===== config.mk =====
export PLATFORM = sky130hd
export DESIGN_NAME = point_mem_arbiter
export DESIGN_NICKNAME = d
export VERILOG_FILES = /design/src/rtl/point_mem_arbiter.sv
export SDC_FILE = /design/constraint.sdc
export NUM_CORES = 1
export LEC_CHECK = 0
export BUFFER_PORTS_ARGS = -buffer_cell sky130_fd_sc_hd__buf_2
export CAP_MARGIN = 20
export CORE_AREA = 5 5 285 287
export DETAILED_ROUTE_END_ITERATION = 8
export DIE_AREA = 0 0 290 292
export PLACE_DENSITY = 0.66
export SLEW_MARGIN = 20
export SYNTH_ARGS = -nofsm -noshare
export SYNTH_HDL_FRONTEND = slang
export SYNTH_SLANG_ARGS = --single-unit

===== constraint.sdc =====
create_clock -name clk -period 39.3 [get_ports clk]
set_input_delay 1.965 -clock clk [delete_from_list [all_inputs] [get_ports clk]]
set_output_delay 1.965 -clock clk [all_outputs]
set_load 0.1 [all_outputs]

===== src/rtl/point_mem_arbiter.sv =====
// Arbiter sharing one synchronous memory between a single-word core port and a point burst port.
// Build with PT_ARB_CORE_PRIO_EN defined to give the core fixed priority over the point port.
module point_mem_arbiter #(
    parameter int BEATS = 8
) (
    input  logic                clk,
    input  logic                rst,
    input  logic                core_req,
    input  logic                core_we,
    input  logic [31:0]         core_addr,
    input  logic [31:0]         core_wdata,
    output logic [31:0]         core_rdata,
    output logic                core_ack,
    input  logic                pt_req,
    input  logic                pt_we,
    input  logic [31:0]         pt_addr,
    input  logic [32*BEATS-1:0] pt_wdata,
    output logic [32*BEATS-1:0] pt_rdata,
    output logic                pt_ack,
    output logic [31:0]         mem_addr,
    output logic [31:0]         mem_wdata,
    output logic                mem_we,
    input  logic [31:0]         mem_rdata,
    output logic                busy
);

    localparam int W  = 32 * BEATS;
    localparam int RW = 32 * (BEATS - 1);
    localparam int CW = (BEATS > 1) ? $clog2(BEATS) : 1;
    localparam logic [CW-1:0] LAST = CW'(BEATS - 1);

    typedef enum logic [2:0] {
        IDLE,
        C_ISSUE,
        C_DONE,
        B_RUN,
        B_LAST
    } state_t;

    state_t          state, state_d;
    logic            last_grant, last_grant_d;
    logic [CW-1:0]   cnt, cnt_d;
    logic            op_we, op_we_d;
    logic [W-1:0]    wbuf, wbuf_d;
    logic [RW-1:0]   rbuf, rbuf_d;
    logic [31:0]     mem_addr_d, mem_wdata_d, core_rdata_d;
    logic [W-1:0]    pt_rdata_d;
    logic            mem_we_d, core_ack_d, pt_ack_d, busy_d;
    logic            c_ok, p_ok, core_first;
    logic            unused_bits;

    // last_grant = 1 means the point port was served last
`ifdef PT_ARB_CORE_PRIO_EN
    assign core_first = 1'b1;
`else
    assign core_first = last_grant;
`endif

    assign unused_bits = ^{core_addr[1:0], pt_addr[1:0], wbuf[31:0], last_grant};

    always_comb begin
        state_d      = state;
        last_grant_d = last_grant;
        cnt_d        = cnt;
        op_we_d      = op_we;
        wbuf_d       = wbuf;
        rbuf_d       = rbuf;
        mem_addr_d   = mem_addr;
        mem_wdata_d  = mem_wdata;
        mem_we_d     = mem_we;
        core_rdata_d = core_rdata;
        pt_rdata_d   = pt_rdata;
        core_ack_d   = 1'b0;
        pt_ack_d     = 1'b0;
        busy_d       = busy;
        // a requester still showing its ack is finishing the last access
        c_ok         = core_req && !core_ack;
        p_ok         = pt_req && !pt_ack;

        unique case (state)
            IDLE: begin
                mem_we_d = 1'b0;
                busy_d   = 1'b0;
                if (c_ok && (!p_ok || core_first)) begin
                    state_d      = C_ISSUE;
                    last_grant_d = 1'b0;
                    op_we_d      = core_we;
                    mem_addr_d   = {core_addr[31:2], 2'b00};
                    mem_wdata_d  = core_wdata;
                    mem_we_d     = core_we;
                    busy_d       = 1'b1;
                end else if (p_ok) begin
                    state_d      = B_RUN;
                    last_grant_d = 1'b1;
                    op_we_d      = pt_we;
                    wbuf_d       = pt_wdata;
                    cnt_d        = '0;
                    mem_addr_d   = {pt_addr[31:2], 2'b00};
                    mem_wdata_d  = pt_wdata[31:0];
                    mem_we_d     = pt_we;
                    busy_d       = 1'b1;
                end
            end
            C_ISSUE: begin
                mem_we_d = 1'b0;
                state_d  = C_DONE;
            end
            C_DONE: begin
                if (!op_we) core_rdata_d = mem_rdata;
                core_ack_d = 1'b1;
                busy_d     = 1'b0;
                state_d    = IDLE;
            end
            B_RUN: begin
                // read data lags the address by one beat
                if (!op_we && cnt != '0)
                    rbuf_d[32*(int'(cnt)-1) +: 32] = mem_rdata;
                if (cnt == LAST) begin
                    mem_we_d = 1'b0;
                    state_d  = B_LAST;
                end else begin
                    cnt_d       = cnt + 1'b1;
                    mem_addr_d  = mem_addr + 32'd4;
                    mem_wdata_d = wbuf[32*(int'(cnt)+1) +: 32];
                end
            end
            B_LAST: begin
                if (!op_we) pt_rdata_d = {mem_rdata, rbuf};
                pt_ack_d = 1'b1;
                busy_d   = 1'b0;
                cnt_d    = '0;
                state_d  = IDLE;
            end
            default: begin
                mem_we_d = 1'b0;
                busy_d   = 1'b0;
                state_d  = IDLE;
            end
        endcase
    end

    always_ff @(posedge clk or posedge rst) begin
        if (rst) state <= IDLE;
        else     state <= state_d;
    end

    always_ff @(posedge clk or posedge rst) begin
        if (rst) begin
            last_grant <= 1'b1;
            cnt        <= '0;
            op_we      <= 1'b0;
            wbuf       <= '0;
            rbuf       <= '0;
            mem_addr   <= '0;
            mem_wdata  <= '0;
            mem_we     <= 1'b0;
            core_rdata <= '0;
            pt_rdata   <= '0;
            core_ack   <= 1'b0;
            pt_ack     <= 1'b0;
            busy       <= 1'b0;
        end else begin
            last_grant <= last_grant_d;
            cnt        <= cnt_d;
            op_we      <= op_we_d;
            wbuf       <= wbuf_d;
            rbuf       <= rbuf_d;
            mem_addr   <= mem_addr_d;
            mem_wdata  <= mem_wdata_d;
            mem_we     <= mem_we_d;
            core_rdata <= core_rdata_d;
            pt_rdata   <= pt_rdata_d;
            core_ack   <= core_ack_d;
            pt_ack     <= pt_ack_d;
            busy       <= busy_d;
        end
    end

endmodule


==> metrics.txt <==
I/O Buffers=739; worst-path fanout max=86; predominant post-synthesis flop cell=dfrtp_1; hold wc startpoint=mem_we$_DFFE_PP0P_; io pins=746; Hold Buf Count CTS=0; max cap viols=0; critical path startpoint=pt_req; Power Density=82.02 nW/um^2; Final Slew Violations=0; Final Non-Filler Cells=4,349; Starting DRT DRC Count=1,233; Post-Layout Inst Area=41,430 sq um; worst setup margin=33.72 ns; GR Util met2=0.3639; Hold Crit Class=flop to flop; depth of the CTS H-tree=3; Synth area leader=dfrtp_1; vias in the first global route=23.67k; DIE AREA=84,680 sq um; RSZ-0062 raised after global routing=false; Slowest-stage cell, CP=buf_4; post-DR vias/cell=5.280; Initial Util=0.4299; CTS Root Cell=clkbuf_16; synth warn=0; dpl cells=4,152; Syn-to-layout area delta=22.98%; largest cells by area after synthesis=dfrtp_1, mux2_2, nand2_1, o211ai_1, mux4_2; min Tclk post-route=5.578 ns; antenna viol nets, final=0; Setup crit end kind=flop; worst skew pair latency=0.65 ns; Seq cells post-synth=810; Async SR Flop Fraction=1.000; post-CTS sizing=0; Final nets=3,592; GR met3 Demand/Resource=0.06640; worst slew pin tran=1.121 ns; endpoints failing hold=0; Std-Cell Rows=103; setup TNS=0 ns; largest net degree at the start of global routing=163; Distinct cells, synth=62; via count=22.96k; sequential area share after synthesis=0.6018; VDD IR-drop max=0.00005484 V; Post-synth EDFFs=0; grt ovf=0; clock sinks=810; post-DP HPWL=68.44 mm; syn_area_per_cell=13.50 sq um; post-CTS setup buffers=0; crit path cell chain=buf_2 > or3b_1 > nand2_2 > nand2_1 > nor4_4 > buf_4 > buf_4 > buf_4 > mux2_2; Placed Area=38,320 sq um; crit path kind=input pin to flop; Die Ht=292 microns; core area=78,360 sq um; WL/cell=22.55 microns; Yosys top cell area share=0.6010; Mapped Cells=2,495; Place WS=33.04 ns; CTS tree=built; TritonCTS buffer count=88; Worst Path Required=39.83 ns; slowest stage delay, CP=0.94 ns; DRC violations left=0; startpoint class of the critical path=input pin; worst r2r src=pt_ack$_DFF_PP0_; met1 usage=0.2827; most used cell, CP=buf_4; clock transition at the registers of the reported paths=0.06 ns; initial antenna violation count=46; Post-Syn Area=33,690 sq um; layout cells sized above 1=0.4732; most common cell after layout, fill and taps aside=dfrtp_1; Worst slew margin=0.2528; Max clock buf depth=3; critical path arrival=6.11 ns; overall die width=290 microns; clock skew=0.03971 ns; Final setup viols=0; final WL=98.07 mm; Most Crowded Layer GR=met2; drt pass-1 iters=7; gr usage total=0.2257; first-pass GRT wire length=148.9 mm; most frequent cells in the layout=dfrtp_1, buf_2, mux2_2; Final Cycle Share=0.1419; Max Freq=179.3 MHz; Lkg Pwr=19.99 nW; gpl congestion=0.8460; run status=finished clean
## flip-flops by register name, indices dropped and copies added, names as in the netlist
signal / flops
mem_wdata: 32
mem_we: 1
core_first: 1
mem_addr: 30
pt_ack: 1
wbuf: 224
busy: 1
core_ack: 1
op_we: 1
rbuf: 224
core_rdata: 32
pt_rdata: 256
cnt: 3
state: 3
## where the power goes
group	internal [mW]	total, mW	switching [mW]	leakage, nW
clock	0.498	0.847	0.349	1.46
sequential	1.05	1.19	0.135	9.72
combinational	0.391	1.37	0.974	8.81
total	1.94	3.40	1.46	20.0
## cell usage after synthesis, types with 2 or more instances
library cell and number:
dfrtp_1 809, mux2_2 573, nand2_1 318, o21ai_0 114, o211ai_1 99, clkbuf_1 81
mux2i_1 71, buf_2 58, mux2_1 52, mux4_2 32, o21ai_1 32, a21oi_1 26
nand3_1 22, nor2_1 22, buf_4 17, nand4_1 15, nor3_1 14, inv_1 12
buf_1 11, o22ai_1 11, ha_1 10, a211oi_1 7, a21o_1 7, a2bb2oi_1 7
and3_1 7, nor2b_1 5, o22a_1 5, a22o_1 4, a31oi_1 4, and2_1 4
a41o_1 3, and4_1 3, nand2b_1 3, nand4b_1 3, nor4_1 3, a311oi_1 2
a31o_2 2, or4_1 2, xnor2_1 2
## cells by family after synthesis
logic type / share of synthesized area
other: 0.0001113
AND/OR/NAND/NOR: 0.05616
XOR/XNOR: 0.001226
adder cells (fa/ha/maj): 0.003714
AO/OA/AOI/OAI: 0.06147
multiplexers: 0.2514
buffers and inverters: 0.02414
flip-flops: 0.6018
## critical path: cells and delay by family
kind,cells,cell delay [ns]
simple gates,4,0.99
mux,1,0.42
buf+inv,4,2.58
## area by class of cell
cell class              instances  area (sq um)
well taps                    1050          1314
clock inverters                34         489.2
clock buffers                 125          2521
fillers                      6850         36930
diodes                         38         95.09
inverters                      12         52.55
multi-input cells            1506         12660
repair buffers                774          4011
flip-flops and latches        810         20280
## routing by layer
layer	vias up	wire (microns)
li1	10350	-
met1	11670	39360
met2	689	46770
met3	231	6894
met4	22	4896
met5	-	146
## path summary, 6_finish.rpt
path	endpoint	slack (ns)	cells past startpoint
worst max-delay path	wbuf[122]$_DFFE_PP0P_	33.72	9
worst min register to register	mem_we$_DFFE_PP0P_	0.47	1
worst min-delay path	mem_we$_DFFE_PP0P_	0.47	1
worst max register to register	wbuf[122]$_DFFE_PP0P_	34.74	8
min in group asynchronous	mem_addr[13]$_DFFE_PP0P_	1.40	2
max in group asynchronous	rbuf[156]$_DFFE_PP0P_	34.91	5
## per-stage QoR
stage	power [mW]	util	hold WS, ns
5_1_grt	3.557	0.5284	0.4795
3_3_place_gp	2.547	0.4891	0.4567
4_1_cts	3.426	0.5275	0.4763
2_1_floorplan	2.266	-	0.4444
3_5_place_dp	2.571	0.4891	0.4645
6_report	3.398	0.5287	0.4711
No activity file was read; power rests on OpenSTA's default activity.
